### config.mk
export PLATFORM = sky130hd
export DESIGN_NAME = servo_pwm_array
export DESIGN_NICKNAME = d
export VERILOG_FILES = /design/src/rtl/servo_pkg.sv /design/src/rtl/servo_slew_ch.sv /design/src/rtl/servo_pwm_array.sv
export SDC_FILE = /design/constraint.sdc
export NUM_CORES = 1
export LEC_CHECK = 0
export ABC_AREA = 1
export CORE_UTILIZATION = 53
export DETAILED_ROUTE_END_ITERATION = 10
export PLACE_DENSITY = 0.76
export SYNTH_ARGS = -nofsm -noshare
export SYNTH_HDL_FRONTEND = slang
export SYNTH_SLANG_ARGS = --single-unit
### constraint.sdc
create_clock -name clk -period 4.9 [get_ports clk]
set_clock_uncertainty 0.1 [all_clocks]
set_input_delay 0.49 -clock clk [delete_from_list [all_inputs] [get_ports clk]]
set_output_delay 0.49 -clock clk [all_outputs]
set_load 0.05 [all_outputs]
### src/rtl/servo_pkg.sv
// Shared constants and helpers for the servo PWM array.
package servo_pkg;

    localparam int CLK_HZ             = 10_000_000;
    localparam int SERVO_PERIOD       = 200_000;
    localparam int SERVO_CNT_W        = 21;
    localparam int SERVO_MIN_PULSE    = 5_000;
    localparam int SERVO_MAX_PULSE    = 25_000;
    localparam int SERVO_CENTRE_PULSE = 15_000;

    // Unsigned clamp into [lo, hi]; callers zero-extend to 32 bits.
    function automatic logic [31:0] clamp_pulse(
        input logic [31:0] x,
        input logic [31:0] lo,
        input logic [31:0] hi
    );
        if (x < lo) return lo;
        if (x > hi) return hi;
        return x;
    endfunction

endpackage

### src/rtl/servo_slew_ch.sv
// One servo channel: clamped target register and frame-synchronous,
// optionally slew-limited, active pulse width.
module servo_slew_ch
    import servo_pkg::*;
#(
    parameter int CNT_W     = SERVO_CNT_W,
    parameter int MIN_PULSE = SERVO_MIN_PULSE,
    parameter int MAX_PULSE = SERVO_MAX_PULSE,
    parameter int RST_PULSE = SERVO_CENTRE_PULSE,
    parameter int STEP      = 0
) (
    input  logic             clk,
    input  logic             rst,
    input  logic             wr,
    input  logic [CNT_W-1:0] wr_pulse,
    input  logic             upd,
    output logic [CNT_W-1:0] active,
    output logic             match
);

    localparam logic [CNT_W-1:0] RST_W  = CNT_W'(RST_PULSE);
    localparam logic [CNT_W-1:0] STEP_W = CNT_W'(STEP);

    logic [CNT_W-1:0] target;
    logic [CNT_W-1:0] nxt_active;
    logic [CNT_W-1:0] wr_clamped;

    assign wr_clamped = CNT_W'(clamp_pulse(32'(wr_pulse),
                                           32'(MIN_PULSE),
                                           32'(MAX_PULSE)));

    // Move toward target by at most STEP, never past it.
    always_comb begin
        nxt_active = active;
        if (STEP == 0) begin
            nxt_active = target;
        end else if (target > active) begin
            if ((target - active) > STEP_W)
                nxt_active = active + STEP_W;
            else
                nxt_active = target;
        end else if (target < active) begin
            if ((active - target) > STEP_W)
                nxt_active = active - STEP_W;
            else
                nxt_active = target;
        end
    end

    always_ff @(posedge clk) begin
        if (rst) begin
            target <= RST_W;
            active <= RST_W;
        end else begin
            if (wr)
                target <= wr_clamped;
            if (upd)
                active <= nxt_active;
        end
    end

    assign match = (active == target);

endmodule

### src/rtl/servo_pwm_array.sv
// N-channel servo PWM generator sharing one free-running frame counter;
// pulse widths change only at frame boundaries.
module servo_pwm_array
    import servo_pkg::*;
#(
    parameter int N_CH      = 4,
    parameter int CNT_W     = SERVO_CNT_W,
    parameter int PERIOD    = SERVO_PERIOD,
    parameter int MIN_PULSE = SERVO_MIN_PULSE,
    parameter int MAX_PULSE = SERVO_MAX_PULSE,
    parameter int RST_PULSE = SERVO_CENTRE_PULSE,
    parameter int STEP      = 0,
    localparam int CH_W     = (N_CH > 1) ? $clog2(N_CH) : 1
) (
    input  logic             clk,
    input  logic             rst,
    input  logic [N_CH-1:0]  en,
    input  logic             wr_en,
    input  logic [CH_W-1:0]  wr_ch,
    input  logic [CNT_W-1:0] wr_pulse,
    output logic [N_CH-1:0]  servo,
    output logic             frame_start,
    output logic             settled
);

    localparam logic [CNT_W-1:0] LAST = CNT_W'(PERIOD - 1);

    logic [CNT_W-1:0] cnt;
    logic             frame_end;
    logic [CNT_W-1:0] active [N_CH];
    logic [N_CH-1:0]  match;

    assign frame_end = (cnt == LAST);

    always_ff @(posedge clk) begin
        if (rst) begin
            cnt         <= '0;
            frame_start <= 1'b0;
            settled     <= 1'b1;
        end else begin
            cnt         <= frame_end ? '0 : cnt + CNT_W'(1);
            frame_start <= (cnt == '0);
            settled     <= &match;
        end
    end

    for (genvar i = 0; i < N_CH; i++) begin : g_ch
        logic wr_hit;

        // Out-of-range channel indices match no instance.
        assign wr_hit = wr_en && (wr_ch == CH_W'(i));

        servo_slew_ch #(
            .CNT_W     (CNT_W),
            .MIN_PULSE (MIN_PULSE),
            .MAX_PULSE (MAX_PULSE),
            .RST_PULSE (RST_PULSE),
            .STEP      (STEP)
        ) u_ch (
            .clk      (clk),
            .rst      (rst),
            .wr       (wr_hit),
            .wr_pulse (wr_pulse),
            .upd      (frame_end),
            .active   (active[i]),
            .match    (match[i])
        );

        always_ff @(posedge clk) begin
            if (rst)
                servo[i] <= 1'b0;
            else
                servo[i] <= en[i] & (cnt < active[i]);
        end
    end

endmodule

==> qor.yml, run 1 <==
floorplan:
  rows: 51
  start_util_pct: 54.5
  dieArea_sq_mm: 0.0207
  core_sq_mm: 0.0196
  fp.dieW_um: 144
  io_pins: 36
  die_height_um: 144
synth:
  synth_cells: 1560
  synth_area_leader_cell: "dfxtp_1"
  synth_cell_types: 35
  synth.top_cell.area_share_pct: 36.5
  ys_seq_area_share_pct: 36.5
  synth.area.top_cells: "dfxtp_1, nand2_1, ha_1"
  syn_avg_cell_area_sq_um: 6.85
  syn-num-nets: 1672
  ys_warn_count: 0
  ys_ff_latch: 195
  syn_area_sq_mm: 0.0107
timing:
  post-route-min-period_ns: 2.93
  maxSlewViolCount: 0
  setup_viol: 0
  fmax_ghz: 0.341
  finalCritPeriodShare_pct: 59.9
  finalHoldViolCount: 0
  fin_ws_ns: 1.97
  relSlewSlack_pct: 33.2
  rsz0062_at_grt: "false"
  setup_tns_ns: 0
  worst_pin_slew_ns: 1.00
grt:
  grt_remaining_overflow: 0
  grt_pass1_wl_mm: 44.2
  antenna_found_initial: 0
  grt_usage_pct: 27.8
  grt_max_degree: 101
  grt_pass1_vias: 8772
setup_path:
  r2r_slack_ns: 1.97
  worstReg2RegEnd: "g_ch[1].u_ch.active[6]"
  cp-start-kind: "flip-flop"
  cp_top_family: "simple AND/OR/NAND/NOR gates"
  cp-end-kind: "flip-flop"
  cp_max_fo: 100
  max_stage_delay_ns: 0.56
  r2r_cells: 7
  slowest_stage: "dfxtp_1"
  criticalPathCategory: "reg -> reg"
  crit_path_cell_trace: "ha_1 > nand2_1 > nor3_2 > nand3_4 > buf_4 > o21ai_0 > nor2_1"
  crit_buf_inv: 1
  crit_required_ns: 5.12
  crit_arrival_ns: 3.16
  cp-startpoint: "cnt[1]"
  timing.rr.start: "cnt[1]"
detailed_routing:
  drt-vias-per-instance: 5.26
  routedWlPerCell_um: 15.0
  dr.first_iter.drc_count: 836
  ant_nets: 0
  wirelength_mm: 27.7
  vias: 9729
  dr.pass1.iters: 6
  drc: 0
power:
  ir_drop_mv: 0.181
  power.leakage_nw: 5.67
  totalPowerFinal_mw: 3.23
  power_density_mw_per_mm2: 275
finish:
  drive_above_1_share_pct: 3.98
  antennaDiodeCount: 0
  final_cells: 1848
  areaGrowthSynthToFinish_pct: 10.1
  nets: 1682
  post-route-util_pct: 60.0
placement:
  port_buffers: 35
  place_inst: 1816
  dp_hpwl_mm: 19.6
  pre_cts_ws_ns: 2.02
  gp_congestion: 0.919
cts:
  insertion_delay_ns: 0.44
  cts_tree: "yes"
  cts_setup_buffers: 0
  clock_sinks: 195
  hold_buffers: 0
  cts_resized: 0
  cts.clk_slew.worst_paths_ns: 0.07
  cts_buffers: 17
  cts_buffer_depth: 2
  ctsHtreeMaxLevel: 4
  cts-root-buf: "clkbuf_16"
hold_path:
  hold-path-endpoint: "g_ch[3].u_ch.nxt_active[18]"
  whs_path_depth: 2
  hp-class: "reg -> reg"
  min-delay-start: "g_ch[3].u_ch.nxt_active[18]"
job:
  cap_violations: 0
status:
  status: "finished clean"
-- placed cells by master (no fill, tap or decap), types with 3 or more instances in the layout --
master             n
xor2_1            44
ha_1              82
nor3_2             7
clkdlybuf4s50_1   34
o21ai_0           98
clkbuf_16         17
a211oi_1           4
inv_1            237
nor2_1           178
dfxtp_1          195
o21ai_1            6
nand3_1           64
nand4_1           30
buf_4              7
nor3_1            27
nand2_1          390
clkinv_4           3
nand3b_1           4
clkinvlp_4         4
inv_2              5
a21oi_1          107
or2_2              5
xnor2_1            7
-- worst register-to-register path, cell delays in order (launching register included) --
cell	delay, ns
dfxtp_1	0.56
ha_1	0.29
nand2_1	0.11
nor3_2	0.32
nand3_4	0.41
buf_4	0.55
o21ai_0	0.42
nor2_1	0.07
-- cells by family after synthesis --
kind of cell | synth area share, %
flops | 36.5
xor+xnor | 4.18
buf+inv | 11.1
fa+ha+maj | 9.60
compound gates | 10.7
simple gates | 27.9
-- power by group --
part	switching (mW)	internal, mW	total, mW
sequential	0.0310	1.61	1.64
clock	0.640	0.723	1.36
combinational	0.136	0.0851	0.221
total	0.806	2.42	3.23
-- registers in the layout, indices dropped and copies added, names as in the netlist --
name                  count
g_ch.u_ch.active         84
servo                     4
settled                   1
frame_start               1
g_ch.u_ch.nxt_active     84
cnt                      21
-- through the flow --
step	instance area, sq um	hold slack [ns]
2_1_floorplan	10700	0.340
3_3_place_gp	11200	0.349
3_5_place_dp	11200	0.355
4_1_cts	11800	0.368
5_1_grt	11800	0.384
6_report	11800	0.366
-- layer usage --
layer  GRT usage [%]  routed length (um)
met1            36.7               12300
met2            46.0               13000
met3            4.30                1560
met4            9.80                 748
met5               0                   0
-- cell type report --
class,instances,area [sq um]
multi-input combinational,1071,5630
tap,265,332
clock inverter,13,128
timing repair buffer,43,418
inverter,242,908
sequential,195,3900
fill,1818,7830
clock buffer,19,443
-- how the worst max path moves through the flow --
stage	cells past startpoint	slack, ns	endpoint
floorplan	8	3.07	g_ch[1].u_ch.active[18]
global placement	9	2.04	g_ch[3].u_ch.nxt_active[10]
detailed placement	9	2.02	g_ch[0].u_ch.nxt_active[10]
CTS	7	2.03	g_ch[3].u_ch.active[17]
global route	7	1.75	g_ch[1].u_ch.active[20]
finish	7	1.97	g_ch[1].u_ch.active[6]
-- cell usage after synthesis, drive strengths merged --
master / number
inv: 242
nor3b: 1
nor4: 4
and2: 1
nand2: 392
o21a: 2
o211ai: 1
nor2: 178
dfxtp: 195
nor3: 34
xnor2: 7
a21oi: 107
or2: 6
o21bai: 2
nand4: 30
clkbuf: 32
a211oi: 4
o221ai: 2
nand3: 66
xor2: 44
buf: 20
nand3b: 4
o21ai: 104
ha: 82
No activity file was read; power rests on OpenSTA's default activity.
==> run 2, diff against run 1 <==
--- a/config.mk
+++ b/config.mk
@@ -8,7 +8,7 @@
 export ABC_AREA = 1
 export CORE_UTILIZATION = 53
 export DETAILED_ROUTE_END_ITERATION = 10
-export PLACE_DENSITY = 0.76
+export PLACE_DENSITY = 0.78
 export SYNTH_ARGS = -nofsm -noshare
 export SYNTH_HDL_FRONTEND = slang
 export SYNTH_SLANG_ARGS = --single-unit
==> constraint.sdc (replaced) <==
create_clock -name clk -period 2.6 [get_ports clk]
set_clock_uncertainty 0.1 [all_clocks]
set_input_delay 0.26 -clock clk [delete_from_list [all_inputs] [get_ports clk]]
set_output_delay 0.26 -clock clk [all_outputs]
set_load 0.05 [all_outputs]
==> run 2 against run 1 <==
Against the previous run:
- sequential power rose by 89%
- sequential share of layout area is 0.41 points lower
- flip-flop and latch count did not move
- register-to-register slack got worse by 1.7 ns
- fmax increased by 28%
- global-route usage up 1.3 points
- largest power group unchanged
- highest routed layer unchanged
==> qor.yml, run 2 (synthesis results as in run 1) <==
detailed_routing:
  ant_nets: 0
  drc: 0
  dr.first_iter.drc_count: 887
  drt-vias-per-instance: 5.32
  routedWlPerCell_um: 15.4
  vias: 9920
  wirelength_mm: 28.7
  dr.pass1.iters: 6
hold_path:
  hp-class: "in -> reg"
  whs_path_depth: 4
setup_path:
  crit_arrival_ns: 2.53
  crit_required_ns: 2.84
  r2r_cells: 7
  cp_max_fo: 81
  cp-end-kind: "flip-flop"
  criticalPathCategory: "reg -> reg"
  cp-start-kind: "flip-flop"
placement:
  dpl_cell_area_sq_mm: 0.0113
  port_buffers: 35
  dp_hpwl_mm: 20.5
  gp_congestion: 0.892
finish:
  nets: 1699
  layout_common_cells: "nand2_1, inv_1, dfxtp_1"
  nFillCells: 1788
  stdcell_area_sq_mm: 0.0119
  seqCellArea_sq_mm: 0.00390
  multiInputGateArea_sq_mm: 0.00563
  layout_commonest_cell: "nand2_1"
  areaGrowthSynthToFinish_pct: 11.4
  drive_above_1_share_pct: 5.00
  post-route-util_pct: 60.8
  antennaDiodeCount: 0
cts:
  cts_tree: "yes"
  cts_resized: 0
  ctsHtreeMaxLevel: 4
  cts.clk_slew.worst_paths_ns: 0.08
  insertion_delay_ns: 0.45
  cts-root-buf: "clkbuf_16"
  cts_setup_buffers: 0
  clock_sinks: 195
  hold_buffers: 0
  cts_buffers: 17
  cts_buffer_depth: 2
grt:
  grt_max_degree: 82
  grt_pass1_wl_mm: 46.2
  grt_remaining_overflow: 0
  grt_usage_pct: 29.1
  antenna_found_initial: 0
  grt_pass1_vias: 9263
power:
  power.leakage_nw: 5.77
  power_density_mw_per_mm2: 514
  totalPowerFinal_mw: 6.12
  ir_drop_mv: 0.493
job:
  cap_violations: 0
timing:
  fmax_ghz: 0.436
  relSlewSlack_pct: 47.3
  setup_viol: 0
  finalHoldViolCount: 0
  maxSlewViolCount: 0
  post-route-min-period_ns: 2.29
  worst_pin_slew_ns: 0.790
  setup_tns_ns: 0
  holdWs_ns: 0.155
  finalCritPeriodShare_pct: 88.1
  rsz0062_at_grt: "false"
floorplan:
  fp.dieW_um: 144
  dieArea_sq_mm: 0.0207
  rows: 51
  start_util_pct: 54.5
  die_height_um: 144
  core_sq_mm: 0.0196
  io_pins: 36
status:
  status: "finished clean"
run 2: cell count changes in the layout (fill, tap and decap cells not counted):
cell        before  now
clkinv_2         2    0
clkinvlp_4       4    2
clkinv_8         0    1
inv_8            2    3
clkbuf_8         1    0
inv_6            1    6
bufinv_16        1    0
clkinv_4         3    2
buf_12           1    3
buf_4            7   22
run 2: through the flow:
| step | std cells | setup slack (ns) |
|---|---|---|
| 6_report | 1865 | 0.309 |
| 3_3_place_gp | 1833 | 0.428 |
| 4_1_cts | 1865 | 0.336 |
| 3_5_place_dp | 1833 | 0.338 |
| 5_1_grt | 1865 | 0.101 |
| 2_1_floorplan | 1560 | 0.774 |
run 2: routing by layer:
layer | global-route usage (%) | up-vias | part of all wire (%)
met5 | 0 | - | 0
met4 | 12.7 | 0 | 3.3
met3 | 4.83 | 76 | 6.4
met2 | 49.2 | 363 | 47
met1 | 36.4 | 4499 | 43
li1 | - | 4982 | -
run 2: worst max-delay path, stage by stage, from the launching register on:
cell and delay, ns:
dfxtp_1 0.50, ha_1 0.28, nand2_1 0.11, nor3_2 0.34
nand3_4 0.11, buf_4 0.38, o21ai_0 0.27, nor2_1 0.06
run 2: worst paths after layout:
| kind | slack, ns | start | end |
|---|---|---|---|
| worst max-delay path | 0.31 | cnt[1] | g_ch[2].u_ch.active[17] |
| worst min-delay path | 0.16 | rst | g_ch[0].u_ch.active[14] |
| worst max register to register | 0.31 | cnt[1] | g_ch[2].u_ch.active[17] |
| worst min register to register | 0.37 | g_ch[3].u_ch.nxt_active[18] | g_ch[3].u_ch.nxt_active[18] |
run 2: power breakdown:
group / switching (mW) / total, mW / internal (mW)
Clock: 1.31 / 2.58 / 1.27
Sequential: 0.0603 / 3.10 / 3.04
Combinational: 0.264 / 0.433 / 0.169
run 2: area by class of cell:
class / count / share of cell area, %
Clock buffer: 18 / 3.60
Clock inverter: 14 / 1.14
Inverter: 242 / 7.63
Multi-Input combinational cell: 1071 / 47.3
Sequential cell: 195 / 32.8
Tap cell: 265 / 2.79
Timing Repair Buffer: 60 / 4.79
